`src/rtl/instr_fetch_unit_if.sv`:
```
// rtl/instr_fetch_unit_if.sv - fetch unit bus bundle: PC write port, imem port, decode port
// fetch_misaligned_o is present only when IFETCH_MISALIGN_CHECK_EN is defined.
interface instr_fetch_unit_if #(
  parameter int ADDR_WIDTH = 32
);
  logic [ADDR_WIDTH-1:0] pc_addr_i;
  logic                  pc_we_o;
  logic [ADDR_WIDTH-1:0] pc_next_o;
  logic                  redirect_i;
  logic [ADDR_WIDTH-1:0] redirect_addr_i;
  logic                  imem_req_o;
  logic [ADDR_WIDTH-1:0] imem_addr_o;
  logic                  imem_ready_i;
  logic                  imem_rvalid_i;
  logic [31:0]           imem_rdata_i;
  logic                  instr_valid_o;
  logic                  instr_ready_i;
  logic [31:0]           instr_o;
  logic [ADDR_WIDTH-1:0] instr_addr_o;
`ifdef IFETCH_MISALIGN_CHECK_EN
  logic                  fetch_misaligned_o;
`endif

  modport master (
    input  pc_addr_i, redirect_i, redirect_addr_i, imem_ready_i, imem_rvalid_i,
           imem_rdata_i, instr_ready_i,
    output pc_we_o, pc_next_o, imem_req_o, imem_addr_o, instr_valid_o, instr_o,
           instr_addr_o
`ifdef IFETCH_MISALIGN_CHECK_EN
    , output fetch_misaligned_o
`endif
  );

  modport slave (
    output pc_addr_i, redirect_i, redirect_addr_i, imem_ready_i, imem_rvalid_i,
           imem_rdata_i, instr_ready_i,
    input  pc_we_o, pc_next_o, imem_req_o, imem_addr_o, instr_valid_o, instr_o,
           instr_addr_o
`ifdef IFETCH_MISALIGN_CHECK_EN
    , input fetch_misaligned_o
`endif
  );
endinterface

```
`src/rtl/instr_fetch_unit.sv`:
```
// rtl/instr_fetch_unit.sv - instruction fetch front end with credit-limited in-order buffer
// Optional misaligned-redirect flag enabled by IFETCH_MISALIGN_CHECK_EN.
module instr_fetch_unit #(
  parameter int ADDR_WIDTH = 32,
  parameter int FIFO_DEPTH = 2
) (
  input logic                clk_i,
  input logic                reset_ni,
  instr_fetch_unit_if.master bus
);
  localparam int CW = $clog2(FIFO_DEPTH);
  localparam logic [CW:0] L_DEPTH    = (CW+1)'(FIFO_DEPTH);
  localparam logic [CW:0] L_DEPTH_M1 = (CW+1)'(FIFO_DEPTH - 1);

  typedef enum logic [1:0] {IDLE, REQ, WAIT, DROP} state_t;

  state_t                r_state;
  state_t                w_state_nxt;
  logic [31:0]           r_fifo_data [FIFO_DEPTH];
  logic [ADDR_WIDTH-1:0] r_fifo_addr [FIFO_DEPTH];
  logic [CW-1:0]         r_wptr;
  logic [CW-1:0]         r_rptr;
  logic [CW:0]           r_count;
  logic [CW:0]           w_count_eff;
  logic [ADDR_WIDTH-1:0] r_req_addr;
  logic                  w_redirect;
  logic                  w_grant;
  logic                  w_pop;
  logic                  w_push;
  logic                  w_block;
  logic                  w_pc_we;
  logic [ADDR_WIDTH-1:0] w_pc_next;

  // Gating with reset keeps the PC write port quiet while reset is held.
  assign w_redirect  = bus.redirect_i && reset_ni;
  assign w_grant     = (r_state == REQ) && bus.imem_ready_i;
  assign w_pop       = (r_count != '0) && bus.instr_ready_i && !w_redirect;
  assign w_count_eff = r_count - {{CW{1'b0}}, w_pop};

`ifdef IFETCH_MISALIGN_CHECK_EN
  logic r_misaligned;
  always_ff @(posedge clk_i or negedge reset_ni) begin
    if (!reset_ni) begin
      r_misaligned <= 1'b0;
    end else if (w_redirect) begin
      r_misaligned <= |bus.redirect_addr_i[1:0];
    end
  end
  assign w_block                = r_misaligned;
  assign bus.fetch_misaligned_o = r_misaligned;
`else
  assign w_block = 1'b0;
`endif

  always_ff @(posedge clk_i or negedge reset_ni) begin
    if (!reset_ni) begin
      r_state <= IDLE;
    end else begin
      r_state <= w_state_nxt;
    end
  end

  // Credit counts the response being requested, so a push always finds room.
  always_comb begin
    w_state_nxt = r_state;
    w_push      = 1'b0;
    w_pc_we     = 1'b0;
    w_pc_next   = '0;
    case (r_state)
      IDLE: begin
        if (!w_redirect && !w_block && (w_count_eff < L_DEPTH)) w_state_nxt = REQ;
      end
      REQ: begin
        if (w_redirect) w_state_nxt = bus.imem_ready_i ? DROP : IDLE;
        else if (bus.imem_ready_i) w_state_nxt = WAIT;
      end
      WAIT: begin
        if (bus.imem_rvalid_i) begin
          w_push      = !w_redirect;
          w_state_nxt = (!w_redirect && !w_block && (w_count_eff < L_DEPTH_M1)) ? REQ : IDLE;
        end else if (w_redirect) begin
          w_state_nxt = DROP;
        end
      end
      DROP: begin
        if (bus.imem_rvalid_i) w_state_nxt = IDLE;
      end
      default: w_state_nxt = IDLE;
    endcase
    if (w_redirect) begin
      w_pc_we   = 1'b1;
      w_pc_next = bus.redirect_addr_i;
    end else if (w_grant) begin
      w_pc_we   = 1'b1;
      w_pc_next = bus.pc_addr_i + ADDR_WIDTH'(4);
    end
  end

  always_ff @(posedge clk_i or negedge reset_ni) begin
    if (!reset_ni) begin
      r_count    <= '0;
      r_wptr     <= '0;
      r_rptr     <= '0;
      r_req_addr <= '0;
      for (int i = 0; i < FIFO_DEPTH; i++) begin
        r_fifo_data[i] <= '0;
        r_fifo_addr[i] <= '0;
      end
    end else begin
      if (w_grant) r_req_addr <= bus.pc_addr_i;
      if (w_redirect) begin
        r_count <= '0;
        r_wptr  <= '0;
        r_rptr  <= '0;
      end else begin
        if (w_push) begin
          r_fifo_data[r_wptr] <= bus.imem_rdata_i;
          r_fifo_addr[r_wptr] <= r_req_addr;
          r_wptr              <= r_wptr + CW'(1);
        end
        if (w_pop) r_rptr <= r_rptr + CW'(1);
        r_count <= r_count + {{CW{1'b0}}, w_push} - {{CW{1'b0}}, w_pop};
      end
    end
  end

  assign bus.pc_we_o       = w_pc_we;
  assign bus.pc_next_o     = w_pc_next;
  assign bus.imem_req_o    = (r_state == REQ);
  assign bus.imem_addr_o   = bus.pc_addr_i;
  assign bus.instr_valid_o = (r_count != '0);
  assign bus.instr_o       = r_fifo_data[r_rptr];
  assign bus.instr_addr_o  = r_fifo_addr[r_rptr];
endmodule

```
`src/flat_wrapper.sv`:
```
// flat-port wrapper written by rule: the top's interface ports become plain ports
module instr_fetch_unit_flat 
#(
  parameter int ADDR_WIDTH = 32,
  parameter int FIFO_DEPTH = 2
)
  (clk_i, reset_ni, bus_pc_addr_i, bus_redirect_i, bus_redirect_addr_i, bus_imem_ready_i, bus_imem_rvalid_i, bus_imem_rdata_i, bus_instr_ready_i, bus_pc_we_o, bus_pc_next_o, bus_imem_req_o, bus_imem_addr_o, bus_instr_valid_o, bus_instr_o, bus_instr_addr_o);
  instr_fetch_unit_if #(.ADDR_WIDTH(ADDR_WIDTH)) bus_i ();
  input logic clk_i;
  input logic reset_ni;
  input wire logic [$bits(bus_i.pc_addr_i)-1:0] bus_pc_addr_i;
  input wire logic [$bits(bus_i.redirect_i)-1:0] bus_redirect_i;
  input wire logic [$bits(bus_i.redirect_addr_i)-1:0] bus_redirect_addr_i;
  input wire logic [$bits(bus_i.imem_ready_i)-1:0] bus_imem_ready_i;
  input wire logic [$bits(bus_i.imem_rvalid_i)-1:0] bus_imem_rvalid_i;
  input wire logic [$bits(bus_i.imem_rdata_i)-1:0] bus_imem_rdata_i;
  input wire logic [$bits(bus_i.instr_ready_i)-1:0] bus_instr_ready_i;
  output wire logic [$bits(bus_i.pc_we_o)-1:0] bus_pc_we_o;
  output wire logic [$bits(bus_i.pc_next_o)-1:0] bus_pc_next_o;
  output wire logic [$bits(bus_i.imem_req_o)-1:0] bus_imem_req_o;
  output wire logic [$bits(bus_i.imem_addr_o)-1:0] bus_imem_addr_o;
  output wire logic [$bits(bus_i.instr_valid_o)-1:0] bus_instr_valid_o;
  output wire logic [$bits(bus_i.instr_o)-1:0] bus_instr_o;
  output wire logic [$bits(bus_i.instr_addr_o)-1:0] bus_instr_addr_o;
  assign bus_i.pc_addr_i = bus_pc_addr_i;
  assign bus_i.redirect_i = bus_redirect_i;
  assign bus_i.redirect_addr_i = bus_redirect_addr_i;
  assign bus_i.imem_ready_i = bus_imem_ready_i;
  assign bus_i.imem_rvalid_i = bus_imem_rvalid_i;
  assign bus_i.imem_rdata_i = bus_imem_rdata_i;
  assign bus_i.instr_ready_i = bus_instr_ready_i;
  assign bus_pc_we_o = bus_i.pc_we_o;
  assign bus_pc_next_o = bus_i.pc_next_o;
  assign bus_imem_req_o = bus_i.imem_req_o;
  assign bus_imem_addr_o = bus_i.imem_addr_o;
  assign bus_instr_valid_o = bus_i.instr_valid_o;
  assign bus_instr_o = bus_i.instr_o;
  assign bus_instr_addr_o = bus_i.instr_addr_o;
  instr_fetch_unit #(.ADDR_WIDTH(ADDR_WIDTH), .FIFO_DEPTH(FIFO_DEPTH)) u_core (.clk_i(clk_i), .reset_ni(reset_ni), .bus(bus_i));
endmodule
```
`config.mk`:
```
export PLATFORM = sky130hd
export DESIGN_NAME = instr_fetch_unit_flat
export DESIGN_NICKNAME = d
export VERILOG_FILES = /design/src/rtl/instr_fetch_unit_if.sv /design/src/rtl/instr_fetch_unit.sv /design/src/flat_wrapper.sv
export SDC_FILE = /design/constraint.sdc
export NUM_CORES = 1
export LEC_CHECK = 0
export ABC_AREA = 1
export CORE_ASPECT_RATIO = 1.75
export CORE_MARGIN = 2
export CORE_UTILIZATION = 35
export DETAILED_ROUTE_END_ITERATION = 16
export SYNTH_ARGS = -nofsm -noshare
export SYNTH_HDL_FRONTEND = slang
export SYNTH_SLANG_ARGS = --single-unit
```
`constraint.sdc`:
```
create_clock -name clk_i -period 1.8 [get_ports clk_i]
set_input_delay 0.27 -clock clk_i [delete_from_list [all_inputs] [get_ports clk_i]]
set_output_delay 0.27 -clock clk_i [all_outputs]
set_load 0.005 [all_outputs]
```
==> impl_metrics.py, run 1 <==
metrics = {
    "sta": {
        "fin_worst_skew_ns": 0.00545,
        "slew_violations": 0,
        "fin_ws_ns": -0.251,
        "worstMarginPinSlew_ns": 0.821,
        "final_hold_viol_count": 0,
        "max_slew_margin_pct": 45.2,
        "fin_crit_ns": 2.05,
        "setup_viol": 84,
        "rsz0062_at_grt": "true",
        "hold-worst-slack_ns": 0.268,
        "max_clock_freq_mhz": 488,
        "fin_crit_sh_pct": 114,
    },
    "cells_and_area": {
        "nNetsFinal": 1624,
        "synthToLayoutAreaGrowth_pct": 61.3,
        "antenna_cells": 0,
        "mostFrequentLayoutCell": "nand2_1",
        "drive_gt1_share_pct": 33.3,
        "final_cell_mix": "372 x nand2_1, 166 x dfrtp_1, 117 x buf_4",
        "layout.cells.non_filler": 1839,
    },
    "cts": {
        "clk_pin_slew_worst_paths_ns": 0.06,
        "cts-root-buf": "clkbuf_16",
        "cts_buffers": 17,
        "clk_latency_ns": 0.44,
        "cts_htree_levels": 4,
        "clock-sinks": 166,
        "clock_path_buffers": 2,
        "cts_tree": "done",
    },
    "status": {
        "violations": "negative setup slack",
        "status": "finished with violations",
    },
    "critical_path": {
        "required_ns": 1.53,
        "startpoint_type": "register",
        "setup.worst_path.start": "u_core.r_state[1]$_DFFE_PN0P_",
        "cp_data_arrival_time_ns": 1.78,
        "cp_max_fo": 6,
        "r2r_cells": 10,
        "end_kind": "output pin",
        "path_class": "reg2out",
        "cp_slowest_cell": "dfrtp_1",
        "crit_path_frequent_cell": "nor2_4",
        "path_cells": "nor2_4 -> nand2_2 -> nor2_4 -> buf_12 -> buf_6 -> inv_2 -> a21oi_2 -> o21ai_1 -> nand2_1 -> buf_2",
        "slowest_delay_ns": 0.40,
        "reg2reg_from": "u_core.r_state[0]$_DFFE_PN0P_",
    },
    "routing": {
        "postRouteAntennaNets": 0,
        "wire_per_inst_um": 15.5,
        "via_count": 8784,
        "avgViaCountPerCell": 4.78,
        "drt_iter0_drc": 390,
        "drt-pass1-iter-count": 5,
        "finalWirelength_mm": 28.6,
        "drc": 0,
    },
    "min_path": {
        "hp-class": "in2reg",
        "holdPathStages": 5,
        "min_from": "reset_ni",
    },
    "grt": {
        "overflow": 0,
        "antenna_found_initial": 0,
        "grt_max_degree": 78,
        "grt_pass1_vias": 8805,
        "globalRouteTotalUtil_pct": 21.9,
        "grt_pass1_wl_mm": 44.2,
    },
    "synthesis": {
        "synth_seq_area_share_pct": 48.3,
        "syn-cell-area_um2": 8590,
        "synth_seq_cells": 166,
        "syn_inst": 1172,
        "syn_area_per_cell_um2": 7.33,
        "yosysUniqueCellTypes": 24,
        "syn_nets": 1278,
        "yosys_warnings": 0,
    },
    "placed_design": {
        "dp.cells": 1755,
        "gp_congestion": 0.839,
        "place.port_buffers": 232,
        "dp_hpwl_mm": 18.4,
    },
    "run": {
        "maxCapViolations": 0,
    },
    "die": {
        "ios": 233,
        "num_rows": 75,
        "fp.dieW_um": 122,
        "die_area_um2": 25900,
        "die_h_um": 211,
        "initial_utilization_pct": 35.8,
        "core_area_um2": 24000,
    },
    "power": {
        "p_total_mw": 20.8,
        "power_density_nw_per_um2": 1500,
        "cellLeakagePower_nw": 6.96,
        "ir_worst_vdd_v": 0.000853,
    },
}
## logic make-up (layout without fill, tap and decap cells)
family          Yosys count  in the layout  share of synthesized area [%]
simple gates            592            592                           27.8
buf+inv                 211            570                           11.5
xor+xnor                  2              2                          0.204
fa+ha+maj                 4              4                          0.582
flops                   166            166                           48.3
compound gates          197            197                           11.5
## metal layers
metal / vias up / GRT usage (%) / share of wire [%]
met5: - / 0 / 0
met4: 0 / 8.48 / 3.3
li1: 4375 / - / -
met2: 243 / 41.5 / 55
met1: 4122 / 23.3 / 37
met3: 44 / 4.18 / 4.6
## worst max-delay path, delay by kind of cell (launching register included)
| kind | cells | cell delay (ns) |
|---|---|---|
| buffers and inverters | 4 | 0.37 |
| AOI/OAI and AO/OA | 2 | 0.18 |
| DFF | 1 | 0.40 |
| and+or+nand+nor | 4 | 0.39 |
## path summary, 6_finish.rpt
kind,endpoint,slack [ns]
max,bus_pc_next_o[7],-0.25
min,u_core.r_rptr$_DFFE_PN0P_,0.27
max reg2reg,u_core.r_fifo_data[14]$_DFFE_PN0P_,0.15
min reg2reg,u_core.r_fifo_addr[63]$_DFFE_PN0P_,0.47
max in group asynchronous,u_core.r_fifo_data[9]$_DFFE_PN0P_,0.27
min in group asynchronous,u_core.r_state[0]$_DFFE_PN0P_,0.38
## registers in the layout, summed over array words and instances, names as in the netlist
name                count
u_core.r_count          2
u_core.r_fifo_addr     64
u_core.r_fifo_data     64
u_core.r_req_addr      32
u_core.r_rptr           1
u_core.r_state          2
u_core.r_wptr           1
## metrics by stage
stage / instance area [um2] / setup TNS, ns / util [%] / setup WS, ns
floorplan: 8600 / 0 / - / 0.0428
global placement: 12000 / -65.03 / 49.9 / -0.997
detailed placement: 12000 / -65.45 / 49.9 / -1.01
CTS: 13500 / -15.17 / 56.2 / -0.350
global route: 13900 / -15.24 / 57.7 / -0.379
finish: 13900 / -8.49 / 57.7 / -0.251
## cells in the mapped netlist
library cell / instances / area share [%]
o21ai_1: 108 / 6.3
inv_1: 112 / 4.9
nor2_4: 1 / 0.13
nor2_2: 6 / 0.44
clkbuf_1: 25 / 1.1
and2_1: 2 / 0.15
ha_1: 4 / 0.58
nand2_2: 2 / 0.15
buf_6: 1 / 0.13
nor3_4: 1 / 0.19
buf_2: 20 / 1.2
xnor2_1: 1 / 0.10
xor2_1: 1 / 0.10
buf_1: 2 / 0.087
nand2_1: 436 / 19
buf_4: 44 / 3.8
inv_2: 7 / 0.31
o21ai_0: 85 / 4.9
a22o_1: 1 / 0.10
nand3b_1: 2 / 0.17
nor2_1: 47 / 2.1
a21oi_1: 3 / 0.17
dfrtp_1: 166 / 48
nand3_1: 95 / 5.5
## layout make-up
class	instances	area (um2)
Fill cell	2198	10200
Timing Repair Buffer	419	3920
Tap cell	308	385
Sequential cell	166	4150
Clock buffer	19	453
Clock inverter	13	145
Multi-Input combinational cell	795	4350
Inverter	119	457
## power by group
group,internal [mW],switching (mW)
registers,5.47,0.958
logic,5.26,5.43
clock network,2.13,1.53
## repair_timing
action | 4_1_cts | 5_1_grt
cloned | 12 | 3
endpoints found under the setup margin | 100 | 175
endpoints found under the hold margin | 26 | 0
gates resized for setup | 658 | 131
hold buffers | 1 | 0
setup buffers | 42 | 14
pin swaps | 65 | 62
No activity file was read; power rests on OpenSTA's default activity.
==> run 2: changes to the inputs <==
==> constraint.sdc (replaced) <==
create_clock -name clk_i -period 1.9 [get_ports clk_i]
set_input_delay 0.285 -clock clk_i [delete_from_list [all_inputs] [get_ports clk_i]]
set_output_delay 0.285 -clock clk_i [all_outputs]
set_load 0.005 [all_outputs]
==> impl_metrics.py, run 2 (same netlist as run 1, synthesis figures left out) <==
metrics = {
    "power": {
        "cellLeakagePower_nw": 6.71,
        "power_density_nw_per_um2": 1370,
        "ir_worst_vdd_v": 0.000690,
    },
    "cts": {
        "cts_buffers": 17,
        "cts_tree": "done",
        "cts_htree_levels": 4,
        "cts-root-buf": "clkbuf_16",
        "clock-sinks": 166,
        "clk_latency_ns": 0.43,
        "clk_pin_slew_worst_paths_ns": 0.07,
        "clock_path_buffers": 2,
    },
    "routing": {
        "via_count": 8672,
        "wire_per_inst_um": 15.3,
        "drc": 0,
        "drt-pass1-iter-count": 5,
        "finalWirelength_mm": 28.0,
        "postRouteAntennaNets": 0,
        "drt_iter0_drc": 419,
        "avgViaCountPerCell": 4.74,
    },
    "critical_path": {
        "worst-path-buf-inv": 4,
        "end_kind": "output pin",
        "slowest_delay_ns": 0.40,
        "cp_data_arrival_time_ns": 1.86,
        "crit_path_frequent_cell": "nor2_4",
        "path_cells": "nor2_4 -> nand2_2 -> nor2_4 -> buf_6 -> buf_8 -> buf_16 -> nand2_4 -> o21ai_2 -> buf_2",
        "cp_slowest_cell": "dfrtp_1",
        "required_ns": 1.62,
        "cp_max_fo": 5,
        "path_delay_family": "buffers and inverters",
        "path_class": "reg2out",
        "startpoint_type": "register",
    },
    "status": {
        "violations": "negative setup slack",
        "status": "finished with violations",
    },
    "cells_and_area": {
        "largestRegisters": "u_core.r_fifo_addr x64, u_core.r_fifo_data x64, u_core.r_req_addr x32",
        "mostFrequentLayoutCell": "nand2_1",
        "final_cell_mix": "403 x nand2_1, 166 x dfrtp_1, 136 x buf_4",
        "layout.cells.non_filler": 1830,
        "drive_gt1_share_pct": 28.8,
        "antenna_cells": 0,
        "final_util_pct": 55.0,
        "synthToLayoutAreaGrowth_pct": 53.7,
        "nNetsFinal": 1616,
    },
    "grt": {
        "grt_pass1_wl_mm": 42.6,
        "grt_pass1_vias": 8553,
        "globalRouteTotalUtil_pct": 21.0,
        "grt_max_degree": 82,
        "overflow": 0,
        "antenna_found_initial": 0,
    },
    "placed_design": {
        "gp_congestion": 0.861,
        "dp_hpwl_mm": 18.5,
        "pre_cts_ws_ns": -0.870,
        "place.port_buffers": 232,
        "dp.cells": 1753,
    },
    "sta": {
        "slew_violations": 0,
        "rsz0062_at_grt": "true",
        "max_slew_margin_pct": 46.8,
        "fin_crit_ns": 2.14,
        "worstMarginPinSlew_ns": 0.798,
        "fin_crit_sh_pct": 113,
        "tns_ns": -4.84,
        "fin_ws_ns": -0.240,
        "max_clock_freq_mhz": 467,
        "setup_viol": 30,
        "fin_worst_skew_ns": 0.00906,
        "final_hold_viol_count": 0,
    },
    "die": {
        "initial_utilization_pct": 35.8,
        "num_rows": 75,
        "ios": 233,
        "core_area_um2": 24000,
        "die_h_um": 211,
        "fp.dieW_um": 122,
        "die_area_um2": 25900,
    },
    "min_path": {
        "hp-class": "in2reg",
    },
    "run": {
        "maxCapViolations": 0,
    },
}
[run 2: cell count changes in the layout (fill, tap and decap cells not counted), sizes merged]
cell,previous run,this run
buf,280,244
bufinv,2,3
clkbuf,25,49
clkdlybuf4s15,0,1
clkdlybuf4s50,111,112
clkinv,6,5
dlygate4sd2,13,12
dlymetal6s2s,8,9
inv,121,122
[run 2: area by class of cell]
type                       instances  area [um2]
clock buffer                      17         425
inverter                         119         459
sequential                       166        4150
fill                            2370       10800
clock inverter                    14         175
multi-input combinational        795        3990
timing repair buffer             411        3620
tap                              308         385
[run 2: where the power goes]
group | switching (mW) | internal (mW)
clock | 1.48 | 2.08
sequential | 0.815 | 5.17
combinational | 4.54 | 4.08
[run 2: final timing paths]
kind | startpoint | end | slack [ns] | cells after the start
setup reg to reg | u_core.r_count[1]$_DFF_PN0_ | u_core.r_state[1]$_DFFE_PN0P_ | 0.15 | 13
hold reg to reg | u_core.r_fifo_data[44]$_DFFE_PN0P_ | u_core.r_fifo_data[44]$_DFFE_PN0P_ | 0.47 | 2
setup / recovery | u_core.r_state[1]$_DFFE_PN0P_ | bus_pc_next_o[16] | -0.24 | 9
max in group asynchronous | reset_ni | u_core.r_fifo_data[7]$_DFFE_PN0P_ | 0.36 | 4
min in group asynchronous | reset_ni | u_core.r_req_addr[6]$_DFFE_PN0P_ | 0.40 | 3
hold / removal | bus_pc_addr_i[18] | u_core.r_req_addr[18]$_DFFE_PN0P_ | 0.27 | 4
[run 2: what timing repair did]
| item | in CTS | in global routing |
|---|---|---|
| pin swaps | 32 | 32 |
| setup buffers | 25 | 20 |
| endpoints found under the hold margin | 25 | 0 |
| setup endpoints to repair | 97 | 172 |
| hold buffers | 1 | 0 |
| resized for setup | 427 | 205 |
| cloned | 6 | 6 |
[run 2: worst reg2reg max path, cell delays in order, from the launching register on]
cell and delay (ns):
dfrtp_1 0.40, inv_1 0.07, nand2_1 0.08, nand2_1 0.08, nor2_1 0.14, ha_1 0.19
inv_1 0.04, nand2_1 0.05, nand2_1 0.06, o21ai_0 0.15, inv_1 0.06, nor2_1 0.18
nand2_1 0.08, o21ai_0 0.09
[run 2: through the flow]
stage / hold WS (ns) / power [mW] / area [um2]
2_1_floorplan: -0.0106 / 9.38 / 8600
3_3_place_gp: 0.303 / 13.6 / 11900
3_5_place_dp: 0.310 / 13.8 / 11900
4_1_cts: 0.296 / 17.6 / 12900
5_1_grt: 0.263 / 19.5 / 13200
6_report: 0.267 / 18.2 / 13200
[run 2: layer usage]
layer  vias up  global-route usage, %  share of wire, %
met3        49                   3.26               4.1
met5         -                      0                 0
met2       230                   39.1                54
met1      4057                   23.1                38
met4         0                   8.88               3.0
li1       4336                      -                 -
==> run 3: changes to the inputs <==
--- a/config.mk
+++ b/config.mk
@@ -6,10 +6,13 @@
 export NUM_CORES = 1
 export LEC_CHECK = 0
 export ABC_AREA = 1
+export CELL_PAD_IN_SITES_DETAIL_PLACEMENT = 1
+export CELL_PAD_IN_SITES_GLOBAL_PLACEMENT = 1
 export CORE_ASPECT_RATIO = 1.75
 export CORE_MARGIN = 2
 export CORE_UTILIZATION = 35
 export DETAILED_ROUTE_END_ITERATION = 16
+export PLACE_DENSITY_LB_ADDON = 0.1
 export SYNTH_ARGS = -nofsm -noshare
 export SYNTH_HDL_FRONTEND = slang
 export SYNTH_SLANG_ARGS = --single-unit
==> impl_metrics.py, run 3 (same netlist as run 1, synthesis figures left out) <==
metrics = {
    "status": {
        "status": "finished with violations",
        "violations": "negative setup slack",
    },
    "die": {
        "initial_utilization_pct": 35.8,
        "num_rows": 75,
        "core_area_um2": 24000,
        "ios": 233,
        "die_area_um2": 25900,
        "fp.dieW_um": 122,
        "die_h_um": 211,
    },
    "routing": {
        "drt_iter0_drc": 339,
        "drc": 0,
        "wire_per_inst_um": 16.3,
        "postRouteAntennaNets": 0,
        "drt-pass1-iter-count": 4,
        "via_count": 8947,
        "finalWirelength_mm": 30.2,
        "avgViaCountPerCell": 4.83,
    },
    "cells_and_area": {
        "largestRegisters": "u_core.r_fifo_addr x64, u_core.r_fifo_data x64, u_core.r_req_addr x32",
        "synthToLayoutAreaGrowth_pct": 58.2,
        "nNetsFinal": 1637,
        "layout.cells.non_filler": 1852,
        "final_util_pct": 56.6,
        "mostFrequentLayoutCell": "nand2_1",
        "drive_gt1_share_pct": 31.2,
        "final.fill_count": 2948,
        "postLayoutCellArea_um2": 13600,
        "antenna_cells": 0,
        "final_cell_mix": "387 x nand2_1, 165 x dfrtp_1, 139 x buf_4",
    },
    "min_path": {
        "holdPathStages": 4,
        "hp-class": "in2reg",
        "min_from": "bus_pc_addr_i[3]",
        "min_to": "u_core.r_req_addr[3]$_DFFE_PN0P_",
    },
    "power": {
        "switching_share_pct": 37.7,
        "p_total_mw": 18.7,
        "combPwrFrac_pct": 49.9,
        "cellLeakagePower_nw": 6.85,
        "clkPwrFrac_pct": 17.6,
        "p_sw_mw": 7.05,
        "power_density_nw_per_um2": 1370,
        "seq_power_share_pct": 32.4,
        "internal-power_mw": 11.6,
        "ir_worst_vdd_v": 0.000638,
    },
    "cts": {
        "clock_path_buffers": 2,
        "clk_pin_slew_worst_paths_ns": 0.06,
        "clk_latency_ns": 0.42,
        "cts_buffers": 17,
        "cts_tree": "done",
        "clock-sinks": 166,
        "cts_htree_levels": 4,
        "cts-root-buf": "clkbuf_16",
    },
    "critical_path": {
        "startpoint_type": "register",
        "reg2reg_from": "u_core.r_state[1]$_DFFE_PN0P_",
        "path_class": "reg2out",
        "cp_data_arrival_time_ns": 1.86,
        "cp_max_fo": 8,
        "end_kind": "output pin",
        "r2r_cells": 9,
        "r2r_slack_ns": 0.24,
        "r2r_end": "u_core.r_fifo_data[14]$_DFFE_PN0P_",
        "required_ns": 1.62,
    },
    "placed_design": {
        "gp_congestion": 0.784,
        "place_area_um2": 12100,
        "place.port_buffers": 232,
        "dp.cells": 1772,
        "dp_hpwl_mm": 20.8,
    },
    "grt": {
        "globalRouteTotalUtil_pct": 23.6,
        "antenna_found_initial": 0,
        "grt_pass1_vias": 9596,
        "grt_max_degree": 61,
        "overflow": 0,
        "grt_pass1_wl_mm": 48.0,
    },
    "sta": {
        "rsz0062_at_grt": "true",
        "fin_worst_skew_ns": 0.00690,
        "final_hold_viol_count": 0,
        "max_clock_freq_mhz": 466,
        "fin_crit_sh_pct": 113,
        "tns_ns": -5.34,
        "fin_crit_ns": 2.15,
        "worstMarginPinSlew_ns": 0.674,
        "fin_ws_ns": -0.246,
        "slew_violations": 0,
        "setup_viol": 35,
        "max_slew_margin_pct": 55.1,
    },
    "run": {
        "maxCapViolations": 0,
    },
}
-- run 3: cell count changes in the layout (fill, tap and decap cells not counted), moves of 7 or more --
cell      delta
clkbuf_2    -21
o21ai_2      +8
nand2_1     -16
buf_2       +17
nand2_2     +14
buf_12       +7
-- run 3: metrics by stage --
stage | hold WS, ns | worst slack (ns)
2_1_floorplan | -0.0106 | 0.0670
3_3_place_gp | 0.448 | -0.838
3_5_place_dp | 0.453 | -0.891
4_1_cts | 0.350 | -0.301
5_1_grt | 0.336 | -0.364
6_report | 0.327 | -0.246
-- run 3: worst max-delay path: stages (launching register included) --
cell,delay (ns)
dfrtp_1,0.41
nor2_4,0.14
nand2_2,0.08
nor2_4,0.11
buf_12,0.15
buf_12,0.14
buf_8,0.11
nand2_2,0.04
o21ai_1,0.12
buf_2,0.12
-- run 3: power groups by stage --
stage	clock network, mW	registers [mW]	logic (mW)
floorplan	0	5.79	3.59
global placement	0	5.92	7.81
detailed placement	0	6.01	8.00
CTS	3.41	6.00	8.86
global route	3.52	6.24	10.3
finish	3.29	6.06	9.32
-- run 3: cell type report --
| cell class | instances | area [um2] | share of cell area (%) |
|---|---|---|---|
| multi-input combinational | 795 | 4080 | 30.0 |
| inverter | 119 | 467 | 3.43 |
| clock buffer | 21 | 460 | 3.39 |
| tap | 308 | 385 | 2.83 |
| timing repair inverter | 1 | 11.3 | 0.0828 |
| sequential | 166 | 4160 | 30.6 |
| clock inverter | 11 | 101 | 0.746 |
| timing repair buffer | 431 | 3940 | 28.9 |
-- run 3: repair_timing --
| action | 4_1_cts | 5_1_grt |
|---|---|---|
| setup buffers | 36 | 8 |
| pin swaps | 41 | 34 |
| gates cloned | 8 | 3 |
| hold buffers | 1 | 0 |
| resized for setup | 562 | 136 |
| hold endpoints to repair | 12 | 0 |
| endpoints found under the setup margin | 98 | 202 |
-- run 3: layer usage --
layer / GRT usage, % / up-vias / wire length [um]
li1: - / 4374 / -
met1: 25.9 / 4325 / 11600
met2: 44.2 / 211 / 16500
met3: 4.26 / 37 / 1220
met4: 8.56 / 0 / 845
met5: 0 / - / 0
-- run 3: worst max-delay path by stage --
stage / end / cells past startpoint / startpoint
after floorplan: u_core.r_state[1]$_DFFE_PN0P_ / 13 / bus_redirect_i
after global placement: bus_pc_next_o[28] / 12 / bus_pc_addr_i[3]
after detailed placement: bus_pc_next_o[22] / 12 / bus_pc_addr_i[3]
after CTS: bus_pc_next_o[7] / 12 / u_core.r_state[0]$_DFFE_PN0P_
after global routing: bus_pc_next_o[7] / 11 / u_core.r_state[1]$_DFFE_PN0P_
final: bus_pc_next_o[16] / 9 / u_core.r_state[1]$_DFFE_PN0P_
